[src/rtl/axi_burst_write_master_if.sv]
// -----------------------------------------------------------------------------
// axi_burst_write_master_if
// Bundles the three sides of the burst write master into one interface:
//   - CPU/LSU request channel   : req_valid/req_ready/req_id/req_addr/req_len/req_size
//   - CPU write-data channel    : wd_valid/wd_ready/wd_data
//   - Completion report         : rsp_valid/rsp_resp
//   - AXI4 AW, W and B channels : aw*, w*, b*
// Modport "master" is the view of axi_burst_write_master itself. Modport "slave"
// is the view of everything around it (CPU side plus interconnect).
// -----------------------------------------------------------------------------
interface axi_burst_write_master_if #(
    parameter int ADDR_W = 32,
    parameter int DATA_W = 64,
    parameter int ID_W   = 4
);
    localparam int NB = DATA_W / 8;

    // request
    logic              req_valid;
    logic              req_ready;
    logic [ID_W-1:0]   req_id;
    logic [ADDR_W-1:0] req_addr;
    logic [7:0]        req_len;
    logic [2:0]        req_size;
    // CPU beat data
    logic              wd_valid;
    logic              wd_ready;
    logic [DATA_W-1:0] wd_data;
    // completion
    logic              rsp_valid;
    logic [1:0]        rsp_resp;
    // AXI AW
    logic              awvalid;
    logic              awready;
    logic [ID_W-1:0]   awid;
    logic [ADDR_W-1:0] awaddr;
    logic [7:0]        awlen;
    logic [2:0]        awsize;
    logic [1:0]        awburst;
    // AXI W
    logic              wvalid;
    logic              wready;
    logic [DATA_W-1:0] wdata;
    logic [NB-1:0]     wstrb;
    logic              wlast;
    // AXI B
    logic              bvalid;
    logic              bready;
    logic [1:0]        bresp;
    logic [ID_W-1:0]   bid;

    modport master (
        input  req_valid, req_id, req_addr, req_len, req_size,
        output req_ready,
        input  wd_valid, wd_data,
        output wd_ready,
        output rsp_valid, rsp_resp,
        output awvalid, awid, awaddr, awlen, awsize, awburst,
        input  awready,
        output wvalid, wdata, wstrb, wlast,
        input  wready,
        input  bvalid, bresp, bid,
        output bready
    );

    modport slave (
        output req_valid, req_id, req_addr, req_len, req_size,
        input  req_ready,
        output wd_valid, wd_data,
        input  wd_ready,
        input  rsp_valid, rsp_resp,
        input  awvalid, awid, awaddr, awlen, awsize, awburst,
        output awready,
        input  wvalid, wdata, wstrb, wlast,
        output wready,
        output bvalid, bresp, bid,
        input  bready
    );
endinterface

[src/rtl/axi_burst_write_master.sv]
// -----------------------------------------------------------------------------
// axi_burst_write_master
// AXI4 INCR write master with one burst outstanding. A request (id/addr/len/size)
// is accepted in IDLE; AW is then issued from registers while W beats stream in
// from the CPU handshake through a one-entry output register that computes the
// per-beat byte strobes. The burst ends with a one-cycle rsp_valid carrying BRESP.
// Requests whose size exceeds the bus width are answered locally with 2'b10.
//
// Ports:
//   clk      : clock
//   reset_n  : synchronous, active-low reset
//   bus      : axi_burst_write_master_if.master (request, CPU data, response,
//              AXI AW/W/B channels)
// -----------------------------------------------------------------------------
module axi_burst_write_master #(
    parameter int ADDR_W = 32,
    parameter int DATA_W = 64,
    parameter int ID_W   = 4
) (
    input  logic                     clk,
    input  logic                     reset_n,
    axi_burst_write_master_if.master bus
);
    localparam int NB     = DATA_W / 8;
    localparam int LOG2NB = $clog2(NB);
    localparam logic [ADDR_W-1:0] A_ONE = ADDR_W'(1);

    typedef enum logic [1:0] {S_IDLE, S_XFER, S_RESP, S_REJ} state_t;

    state_t            r_state;
    state_t            w_next;

    logic [ID_W-1:0]   r_id;
    logic [ADDR_W-1:0] r_addr;
    logic [7:0]        r_len;
    logic [2:0]        r_size;
    logic [ADDR_W-1:0] r_beat_addr;
    logic [8:0]        r_beats;      // CPU beats accepted so far (0..len+1)
    logic              r_awvalid;
    logic              r_aw_done;
    logic              r_w_done;
    logic              r_wvalid;
    logic [DATA_W-1:0] r_wdata;
    logic [NB-1:0]     r_wstrb;
    logic              r_wlast;

    logic              w_req_ready;
    logic              w_bready;
    logic              w_rsp_valid;
    logic [1:0]        w_rsp_resp;
    logic              w_wd_ready;
    logic              w_req_hs;
    logic              w_reject;
    logic              w_wd_hs;
    logic              w_aw_hs;
    logic              w_w_hs;
    logic              w_last_hs;
    logic              w_b_hs;

    // Byte lanes written by a beat at address a: from the address offset within
    // the bus word up to the end of the 2^size container holding it. Only an
    // unaligned start address makes this differ from the full container.
    function automatic logic [NB-1:0] beat_strobe(input logic [ADDR_W-1:0] a,
                                                  input logic [2:0]        size);
        logic [NB-1:0] strb;
        int            lo;
        int            hi;
        int            sz;
        sz = 1 << size;
        lo = int'(a[LOG2NB-1:0]);
        hi = (lo & ~(sz - 1)) + sz - 1;
        for (int i = 0; i < NB; i++) begin
            strb[i] = (i >= lo) && (i <= hi);
        end
        return strb;
    endfunction

    // INCR beat address: align down to the transfer size, then step one size.
    function automatic logic [ADDR_W-1:0] next_beat_addr(input logic [ADDR_W-1:0] a,
                                                         input logic [2:0]        size);
        logic [ADDR_W-1:0] sz;
        sz = A_ONE << size;
        return (a & ~(sz - A_ONE)) + sz;
    endfunction

    assign w_req_hs  = bus.req_valid && w_req_ready;
    assign w_reject  = bus.req_size > 3'(LOG2NB);
    assign w_wd_ready = (r_state == S_XFER) && (r_beats <= {1'b0, r_len}) &&
                        (!r_wvalid || bus.wready);
    assign w_wd_hs   = bus.wd_valid && w_wd_ready;
    assign w_aw_hs   = r_awvalid && bus.awready;
    assign w_w_hs    = r_wvalid && bus.wready;
    assign w_last_hs = w_w_hs && r_wlast;
    assign w_b_hs    = bus.bvalid && w_bready;

    // State register
    always_ff @(posedge clk) begin
        if (!reset_n) begin
            r_state <= S_IDLE;
        end else begin
            r_state <= w_next;
        end
    end

    // Next-state logic; AW and the last W beat may finish in either order or together
    always_comb begin
        w_next = r_state;
        case (r_state)
            S_IDLE: if (w_req_hs) w_next = w_reject ? S_REJ : S_XFER;
            S_XFER: if ((r_aw_done || w_aw_hs) && (r_w_done || w_last_hs)) w_next = S_RESP;
            S_RESP: if (w_b_hs) w_next = S_IDLE;
            S_REJ:  w_next = S_IDLE;
            default: w_next = S_IDLE;
        endcase
    end

    // State-decoded outputs
    always_comb begin
        w_req_ready = 1'b0;
        w_bready    = 1'b0;
        w_rsp_valid = 1'b0;
        w_rsp_resp  = 2'b00;
        case (r_state)
            S_IDLE: w_req_ready = 1'b1;
            S_RESP: begin
                w_bready = 1'b1;
                if (bus.bvalid) begin
                    w_rsp_valid = 1'b1;
                    w_rsp_resp  = bus.bresp;
                end
            end
            S_REJ: begin
                w_rsp_valid = 1'b1;
                w_rsp_resp  = 2'b10;
            end
            default: ;
        endcase
    end

    // Request latch, AW channel and W output register
    always_ff @(posedge clk) begin
        if (!reset_n) begin
            r_id        <= '0;
            r_addr      <= '0;
            r_len       <= '0;
            r_size      <= '0;
            r_beat_addr <= '0;
            r_beats     <= '0;
            r_awvalid   <= 1'b0;
            r_aw_done   <= 1'b0;
            r_w_done    <= 1'b0;
            r_wvalid    <= 1'b0;
            r_wdata     <= '0;
            r_wstrb     <= '0;
            r_wlast     <= 1'b0;
        end else if (w_req_hs) begin
            r_id        <= bus.req_id;
            r_addr      <= bus.req_addr;
            r_len       <= bus.req_len;
            r_size      <= bus.req_size;
            r_beat_addr <= bus.req_addr;
            r_beats     <= '0;
            r_awvalid   <= !w_reject;
            r_aw_done   <= 1'b0;
            r_w_done    <= 1'b0;
        end else begin
            if (w_aw_hs) begin
                r_awvalid <= 1'b0;
                r_aw_done <= 1'b1;
            end
            if (w_last_hs) begin
                r_w_done <= 1'b1;
            end
            // A new beat may load in the same cycle the held one retires
            if (w_wd_hs) begin
                r_wvalid    <= 1'b1;
                r_wdata     <= bus.wd_data;
                r_wstrb     <= beat_strobe(r_beat_addr, r_size);
                r_wlast     <= (r_beats[7:0] == r_len);
                r_beats     <= r_beats + 9'd1;
                r_beat_addr <= next_beat_addr(r_beat_addr, r_size);
            end else if (w_w_hs) begin
                r_wvalid <= 1'b0;
                r_wlast  <= 1'b0;
            end
        end
    end

    assign bus.req_ready = w_req_ready;
    assign bus.wd_ready  = w_wd_ready;
    assign bus.rsp_valid = w_rsp_valid;
    assign bus.rsp_resp  = w_rsp_resp;
    assign bus.awvalid   = r_awvalid;
    assign bus.awid      = r_id;
    assign bus.awaddr    = r_addr;
    assign bus.awlen     = r_len;
    assign bus.awsize    = r_size;
    assign bus.awburst   = 2'b01;
    assign bus.wvalid    = r_wvalid;
    assign bus.wdata     = r_wdata;
    assign bus.wstrb     = r_wstrb;
    assign bus.wlast     = r_wlast;
    assign bus.bready    = w_bready;
endmodule

[src/flat_wrapper.sv]
// flat-port wrapper written by rule: the top's interface ports become plain ports
module axi_burst_write_master_flat 
#(
    parameter int ADDR_W = 32,
    parameter int DATA_W = 64,
    parameter int ID_W   = 4
)
  (clk, reset_n, bus_req_valid, bus_req_id, bus_req_addr, bus_req_len, bus_req_size, bus_req_ready, bus_wd_valid, bus_wd_data, bus_wd_ready, bus_rsp_valid, bus_rsp_resp, bus_awvalid, bus_awid, bus_awaddr, bus_awlen, bus_awsize, bus_awburst, bus_awready, bus_wvalid, bus_wdata, bus_wstrb, bus_wlast, bus_wready, bus_bvalid, bus_bresp, bus_bid, bus_bready);
  axi_burst_write_master_if #(.ADDR_W(ADDR_W), .DATA_W(DATA_W), .ID_W(ID_W)) bus_i ();
  input  logic clk;
  input  logic reset_n;
  input wire logic [$bits(bus_i.req_valid)-1:0] bus_req_valid;
  input wire logic [$bits(bus_i.req_id)-1:0] bus_req_id;
  input wire logic [$bits(bus_i.req_addr)-1:0] bus_req_addr;
  input wire logic [$bits(bus_i.req_len)-1:0] bus_req_len;
  input wire logic [$bits(bus_i.req_size)-1:0] bus_req_size;
  output wire logic [$bits(bus_i.req_ready)-1:0] bus_req_ready;
  input wire logic [$bits(bus_i.wd_valid)-1:0] bus_wd_valid;
  input wire logic [$bits(bus_i.wd_data)-1:0] bus_wd_data;
  output wire logic [$bits(bus_i.wd_ready)-1:0] bus_wd_ready;
  output wire logic [$bits(bus_i.rsp_valid)-1:0] bus_rsp_valid;
  output wire logic [$bits(bus_i.rsp_resp)-1:0] bus_rsp_resp;
  output wire logic [$bits(bus_i.awvalid)-1:0] bus_awvalid;
  output wire logic [$bits(bus_i.awid)-1:0] bus_awid;
  output wire logic [$bits(bus_i.awaddr)-1:0] bus_awaddr;
  output wire logic [$bits(bus_i.awlen)-1:0] bus_awlen;
  output wire logic [$bits(bus_i.awsize)-1:0] bus_awsize;
  output wire logic [$bits(bus_i.awburst)-1:0] bus_awburst;
  input wire logic [$bits(bus_i.awready)-1:0] bus_awready;
  output wire logic [$bits(bus_i.wvalid)-1:0] bus_wvalid;
  output wire logic [$bits(bus_i.wdata)-1:0] bus_wdata;
  output wire logic [$bits(bus_i.wstrb)-1:0] bus_wstrb;
  output wire logic [$bits(bus_i.wlast)-1:0] bus_wlast;
  input wire logic [$bits(bus_i.wready)-1:0] bus_wready;
  input wire logic [$bits(bus_i.bvalid)-1:0] bus_bvalid;
  input wire logic [$bits(bus_i.bresp)-1:0] bus_bresp;
  input wire logic [$bits(bus_i.bid)-1:0] bus_bid;
  output wire logic [$bits(bus_i.bready)-1:0] bus_bready;
  assign bus_i.req_valid = bus_req_valid;
  assign bus_i.req_id = bus_req_id;
  assign bus_i.req_addr = bus_req_addr;
  assign bus_i.req_len = bus_req_len;
  assign bus_i.req_size = bus_req_size;
  assign bus_req_ready = bus_i.req_ready;
  assign bus_i.wd_valid = bus_wd_valid;
  assign bus_i.wd_data = bus_wd_data;
  assign bus_wd_ready = bus_i.wd_ready;
  assign bus_rsp_valid = bus_i.rsp_valid;
  assign bus_rsp_resp = bus_i.rsp_resp;
  assign bus_awvalid = bus_i.awvalid;
  assign bus_awid = bus_i.awid;
  assign bus_awaddr = bus_i.awaddr;
  assign bus_awlen = bus_i.awlen;
  assign bus_awsize = bus_i.awsize;
  assign bus_awburst = bus_i.awburst;
  assign bus_i.awready = bus_awready;
  assign bus_wvalid = bus_i.wvalid;
  assign bus_wdata = bus_i.wdata;
  assign bus_wstrb = bus_i.wstrb;
  assign bus_wlast = bus_i.wlast;
  assign bus_i.wready = bus_wready;
  assign bus_i.bvalid = bus_bvalid;
  assign bus_i.bresp = bus_bresp;
  assign bus_i.bid = bus_bid;
  assign bus_bready = bus_i.bready;
  axi_burst_write_master #(.ADDR_W(ADDR_W), .DATA_W(DATA_W), .ID_W(ID_W)) u_core (.clk(clk), .reset_n(reset_n), .bus(bus_i));
endmodule
[config.mk]
export PLATFORM = sky130hd
export DESIGN_NAME = axi_burst_write_master_flat
export DESIGN_NICKNAME = d
export VERILOG_FILES = /design/src/rtl/axi_burst_write_master_if.sv /design/src/rtl/axi_burst_write_master.sv /design/src/flat_wrapper.sv
export SDC_FILE = /design/constraint.sdc
export NUM_CORES = 1
export LEC_CHECK = 0
export CORE_ASPECT_RATIO = 1.4
export CORE_MARGIN = 4
export CORE_UTILIZATION = 39
export CTS_CLUSTER_DIAMETER = 80
export DETAILED_ROUTE_END_ITERATION = 8
export PLACE_DENSITY = 0.83
export SLEW_MARGIN = 20
export SYNTH_ARGS = -nofsm -noshare
export SYNTH_HDL_FRONTEND = slang
export SYNTH_SLANG_ARGS = --single-unit
[constraint.sdc]
create_clock -name clk -period 3.43 [get_ports clk]
set_clock_uncertainty 0.15 [all_clocks]
set_input_delay 0.686 -clock clk [delete_from_list [all_inputs] [get_ports clk]]
set_output_delay 0.686 -clock clk [all_outputs]
set_load 0.005 [all_outputs]
==> out/metrics.yaml, run 1 <==
nFillCells: 1304
gp_congestion: 0.829
avgSynthCellArea_sq_um: 8.14
seqCellArea_sq_um: 2770
clock_sinks: 138
drtIter0Drc: 324
ys_async_sr_fraction: 0
hold_viol_final: 0
status: "complete, no violations"
dpl.cell_count: 1141
clk_pin_slew_ps: 60
tritoncts: "done"
pre_cts_ws_ps: -87.9
avgRoutedWirePerCell_um: 15.5
viasPerCell: 4.94
tns_ps: 0
dieHeight_um: 155
hold_slack_ps: 299
wl_met3_um: 1380
grt_max_degree: 75
num_io_pins: 254
power.leakage_uw: 0.00340
ctsRootBufferMaster: "clkbuf_16"
num_antenna_cells: 0
vias: 5804
period_share: 0.962
routed_wl_um: 18200
critPathLaunchType: "flop"
synth.ff_latch_count: 138
nNetsFinal: 1114
end_kind: "flop"
dp_hpwl_um: 13200
path_class: "flop to flop"
cts-buffers-inserted: 17
slew_violations: 0
muxShareOfSynthArea: 0
std_cell_rows: 53
top_layer: "met4"
syn_inst: 738
max_stage_delay_ps: 360
syn_to_final_growth_pct: 55.3
hp-class: "flop to flop"
io_buffers: 247
routed-wl-met2_um: 9140
core_area_sq_um: 15100
cp_max_fo: 7
synthAdderAreaFrac: 0.0387
drive_gt1_frac: 0.0804
synth_area_sq_um: 6010
dieArea_sq_um: 17500
grt-ovfl-total: 0
grt_use_total: 0.204
max_cap_viol_count: 0
cp_common_cell: "inv_1"
ys.flop_type: "dfxtp_1"
synth_edf_count: 0
crit_chain: "xor2_1 -> and2_1 -> inv_1 -> ha_2 -> inv_1 -> fa_2 -> nand2b_4 -> a21oi_4 -> nand2_2 -> nand2_1 -> ha_1 -> nor2_1 -> nand4_1 -> a2111oi_4 -> buf_4 -> o211ai_1 -> a32o_1"
drc_errors: 0
setup_slack_ps: 132
synthSimpleGateAreaFrac: 0.226
finalCriticalPeriod_ps: 3300
fp.dieW_um: 113
ys_seq_area_frac: 0.460
pwr_density_cell_nw_per_um2: 486
post-route-util: 0.620
ir_drop_mv: 0.355
grt_pass1_vias: 5955
syn-num-nets: 880
timing.fmax_mhz: 303
met1_length_um: 7160
multi_input_area_sq_um: 3000
clock_latency_ps: 410
cp.required_ps: 3580
synth_cell_types: 54
firstDrtPassIters: 4
synth_top_family_by_area: "simple AND/OR/NAND/NOR gates"
antenna_found_initial: 0
ys.warnings.count: 0
cts_buffer_depth: 2
arrival_ps: 3450
relSlewSlack: 0.484
cp_slowest_cell: "dfxtp_4"
yosys.area_share.xor_xnor: 0.0102
cts.htree.levels: 4
antenna_left: 0
worstMarginPinSlew_ps: 767
instances_no_fill: 1175
grt_pass1_wl_um: 28600
setup_viol_count_final: 0
start_util: 0.399
synth_compound_area_frac: 0.212
## registers in the layout (all words and copies together), names as in the netlist
register            cells
u_core.bus.wlast        1
u_core.r_w_done         1
u_core.r_beats          9
u_core.r_state          2
u_core.bus.wstrb        8
u_core.r_aw_done        1
u_core.bus.wdata       64
u_core.bus.awlen        8
u_core.bus.awaddr      32
u_core.bus.awid         4
u_core.r_beat_addr      3
u_core.bus.wvalid       1
u_core.bus.awvalid      1
u_core.bus.awsize       3
## where the power goes
part	switching [uW]	total, uW	internal (uW)
clock	681	1800	1120
sequential	59.6	1760	1700
combinational	454	973	519
total	1190	4530	3340
## stage by stage
step | total power, uW | instance area, sq um
after floorplan | 2250 | 6020
after global placement | 2700 | 8640
after detailed placement | 2730 | 8640
after CTS | 4550 | 9250
after global routing | 4760 | 9330
final | 4530 | 9330
## cells in the final DEF (no fill, tap or decap), types with 6 or more instances in the layout
| cell type | count |
|---|---|
| buf_4 | 16 |
| inv_1 | 20 |
| nand3_1 | 13 |
| clkbuf_16 | 17 |
| clkdlybuf4s50_1 | 245 |
| o21ai_0 | 8 |
| nor2_1 | 17 |
| dfxtp_1 | 133 |
| a21boi_0 | 91 |
| nand2b_1 | 6 |
| o21a_1 | 6 |
| a21oi_1 | 39 |
| ha_1 | 14 |
| nand2_1 | 246 |
## cell type report
cell class,count,share of cell area
Multi-Input combinational cell,528,0.322
Inverter,21,0.00845
Tap cell,192,0.0257
Timing Repair Buffer,266,0.284
Clock buffer,20,0.0500
Clock inverter,10,0.0127
Sequential cell,138,0.297
## synthesized netlist by cell type, types with 3 or more instances
| master | n | area share |
|---|---|---|
| buf_2 | 9 | 0.0075 |
| a21oi_1 | 40 | 0.033 |
| ha_1 | 17 | 0.035 |
| nor4_1 | 3 | 0.0031 |
| nor2b_1 | 4 | 0.0042 |
| and2_1 | 4 | 0.0042 |
| and3_1 | 6 | 0.0062 |
| o21a_1 | 6 | 0.0075 |
| nand2_1 | 248 | 0.15 |
| dfxtp_1 | 138 | 0.46 |
| nand3_1 | 13 | 0.011 |
| a21boi_0 | 91 | 0.11 |
| xor2_1 | 5 | 0.0073 |
| a31oi_1 | 4 | 0.0042 |
| inv_1 | 20 | 0.012 |
| nand2b_1 | 7 | 0.0073 |
| o31ai_1 | 3 | 0.0037 |
| clkbuf_1 | 35 | 0.022 |
| o21ai_0 | 9 | 0.0075 |
| nor2_1 | 18 | 0.011 |
| nand4_1 | 5 | 0.0052 |
| buf_4 | 4 | 0.0050 |
| a21boi_1 | 3 | 0.0037 |
| o211ai_1 | 3 | 0.0037 |
## what timing repair did
item                       CTS  global route
hold buffers                 0             0
pin swaps                    1             6
gates resized for setup      4            18
buffers inserted             2             2
setup endpoints to repair    5             8
## worst max-delay path: cells and delay by family, from the launching register on
| kind | cells | cell delay, ps |
|---|---|---|
| xor gates and xnor gates | 1 | 150 |
| AOI/OAI and AO/OA | 4 | 730 |
| and+or+nand+nor | 6 | 680 |
| adders and majority gates | 3 | 770 |
| buffers and inverters | 3 | 340 |
| DFF | 1 | 360 |
## worst paths after layout
kind | slack (ps) | cells after the start | to | from
min | 300 | 2 | u_core.bus.wstrb[4] | u_core.bus.wstrb[4]
max reg2reg | 130 | 17 | u_core.bus.wstrb[5] | u_core.bus.awsize[0]
max | 130 | 17 | u_core.bus.wstrb[5] | u_core.bus.awsize[0]
min reg2reg | 300 | 2 | u_core.bus.wstrb[4] | u_core.bus.wstrb[4]
## cells by family (layout without fill, tap and decap cells)
group           after synthesis  count (layout)
buf+inv                      72             317
flops                       138             138
compound gates              178             178
fa+ha+maj                    18              18
simple gates                323             323
xor+xnor                      7               7
other cells                   2               2
## routing by layer
metal,vias up,GRT usage
li1,2906,-
met1,2652,0.213
met2,209,0.369
met3,37,0.0646
met4,0,0.0905
met5,-,0
(Power assumes the default switching activity.)
==> run 2: changes to the inputs <==
Settings changed: CAP_MARGIN from default to 20, CORE_UTILIZATION 39 to 43, PLACE_DENSITY 0.83 to 0.87.
Clock period 3.43 ns to 3.49 ns, I/O delays scaled along.
==> run 2 against run 1 <==
Final area fell by 0.63%. Worst hold slack improved by 1.3 ps. Flip-flop and latch count did not move. Non-clock buffer count increased by 3. Core utilization up 6.6 points. Register-to-register slack better by 98 ps. Sequential share of layout area rose by 0.11 points. Highest routed layer unchanged.
==> out/metrics.yaml, run 2 (synthesis results as in run 1) <==
total_power_uw: 4370
max_stage_delay_ps: 500
clock_latency_ps: 410
cp_top_family: "compound AO/OA/AOI/OAI gates"
cts_buffer_depth: 2
critPathLaunchType: "flop"
dp_hpwl_um: 13500
std_cell_rows: 50
path_buf_inv: 1
hold_start: "u_core.bus.wstrb[0]"
combPwrFrac: 0.216
layout_common_cells: "247 x nand2_1, 246 x clkdlybuf4s50_1, 135 x dfxtp_1"
syn_to_final_growth_pct: 54.4
finalCriticalPeriod_ps: 3410
io_buffers: 247
power.leakage_uw: 0.00339
p_seq_frac: 0.396
max_cap_viol_count: 0
dieArea_sq_um: 16000
drive_gt1_frac: 0.0780
grt_max_degree: 74
drc_errors: 0
switching_share: 0.272
largest_register_ffs: 64
p_sw_uw: 1190
tritoncts: "done"
cp.required_ps: 2640
nNetsFinal: 1117
path_class: "flop to output port"
fp.dieW_um: 108
gp_congestion: 0.862
ir_drop_mv: 0.272
pwr_density_cell_nw_per_um2: 471
end_kind: "output port"
vias: 5847
grt_use_total: 0.224
hp-class: "flop to flop"
relSlewSlack: 0.426
cp_slowest_cell: "clkdlybuf4s50_1"
pre_cts_ws_ps: -22.3
clock_sinks: 138
worstMarginPinSlew_ps: 853
nFillCells: 1049
intPower_uw: 3180
core_area_sq_um: 13500
drtIter0Drc: 256
ctsRootBufferMaster: "clkbuf_16"
cts_hold_buf: 0
arrival_ps: 2560
crit_chain: "ha_1 -> a211oi_2 -> nor2_1 -> o41ai_4 -> and2_1 -> clkdlybuf4s50_1"
clk_pin_slew_ps: 60
cp_max_fo: 4
firstDrtPassIters: 5
slew_violations: 0
cts.htree.levels: 4
cts-buffers-inserted: 17
setup_slack_ps: 82.8
grt_pass1_vias: 5842
num_io_pins: 254
antenna_found_initial: 0
antenna_left: 0
routed_wl_um: 18400
startpoint: "u_core.r_beats[4]"
viasPerCell: 5.00
num_antenna_cells: 0
grt_pass1_wl_um: 28400
dieHeight_um: 148
timing.fmax_mhz: 293
post-route-util: 0.686
worstReg2RegStart: "u_core.bus.awsize[0]"
pwr-share-clk: 0.388
avgRoutedWirePerCell_um: 15.7
status: "complete, no violations"
setup_viol_count_final: 0
hold_viol_final: 0
final_common_cell: "nand2_1"
start_util: 0.445
grt-ovfl-total: 0
period_share: 0.976
==> run 2: cell count changes in the layout (fill, tap and decap cells not counted), moves of 2 or more <==
| cell | before | now |
|---|---|---|
| buf_4 | 16 | 20 |
| clkbuf_8 | 3 | 1 |
| clkinv_2 | 2 | 4 |
| clkinvlp_4 | 3 | 1 |
| dfxtp_1 | 133 | 135 |
| dfxtp_4 | 2 | 0 |
| ha_1 | 14 | 16 |
| ha_2 | 2 | 0 |
| inv_6 | 1 | 4 |
==> run 2: per-layer routing <==
| layer | part of all wire | global-route usage | wire length [um] |
|---|---|---|---|
| met2 | 0.52 | 0.408 | 9600 |
| met1 | 0.36 | 0.228 | 6670 |
| met5 | 0 | 0 | 0 |
| met4 | 0.024 | 0.0891 | 448 |
| met3 | 0.091 | 0.0826 | 1670 |
==> run 2: per-stage QoR <==
| step | hold slack (ps) | cell area (sq um) | TNS, ps | cells |
|---|---|---|---|---|
| floorplan | 271 | 6010 | 0 | 738 |
| global placement | 280 | 8630 | 0 | 1134 |
| detailed placement | 294 | 8630 | -22.3 | 1134 |
| CTS | 303 | 9200 | 0 | 1166 |
| global route | 325 | 9270 | -47.9 | 1169 |
| finish | 301 | 9270 | 0 | 1169 |
==> run 2: tightest hold or removal path, cell delays in order, from the launching register on <==
cell and delay, ps:
dfxtp_1 300, nand2_1 50, a21oi_1 50
==> run 2: what timing repair did <==
item	in CTS	in global routing
setup endpoints to repair	2	8
gates resized for setup	0	13
pin swaps	1	5
setup buffers	1	3
==> run 2: power groups by stage <==
stage | Combinational (uW) | Sequential (uW) | Clock, uW
2_1_floorplan | 451 | 1760 | 0
3_3_place_gp | 904 | 1760 | 0
3_5_place_dp | 916 | 1760 | 0
4_1_cts | 924 | 1730 | 1730
5_1_grt | 1040 | 1740 | 1810
6_report | 945 | 1730 | 1690
==> run 2: final timing paths <==
path                    endpoint  slack, ps  cells after the start
min reg2reg  u_core.bus.wstrb[0]        300                      2
max                 bus_wd_ready         80                      6
max reg2reg  u_core.bus.wstrb[3]        230                     17
min          u_core.bus.wstrb[0]        300                      2
==> run 2: area by class of cell <==
class,count,area (sq um),area share
clock buffer,18,439,0.0474
clock inverter,13,119,0.0128
inverter,21,78.8,0.00850
multi-input combinational,528,2980,0.322
sequential,138,2770,0.298
tap,182,228,0.0246
timing repair buffer,269,2660,0.287
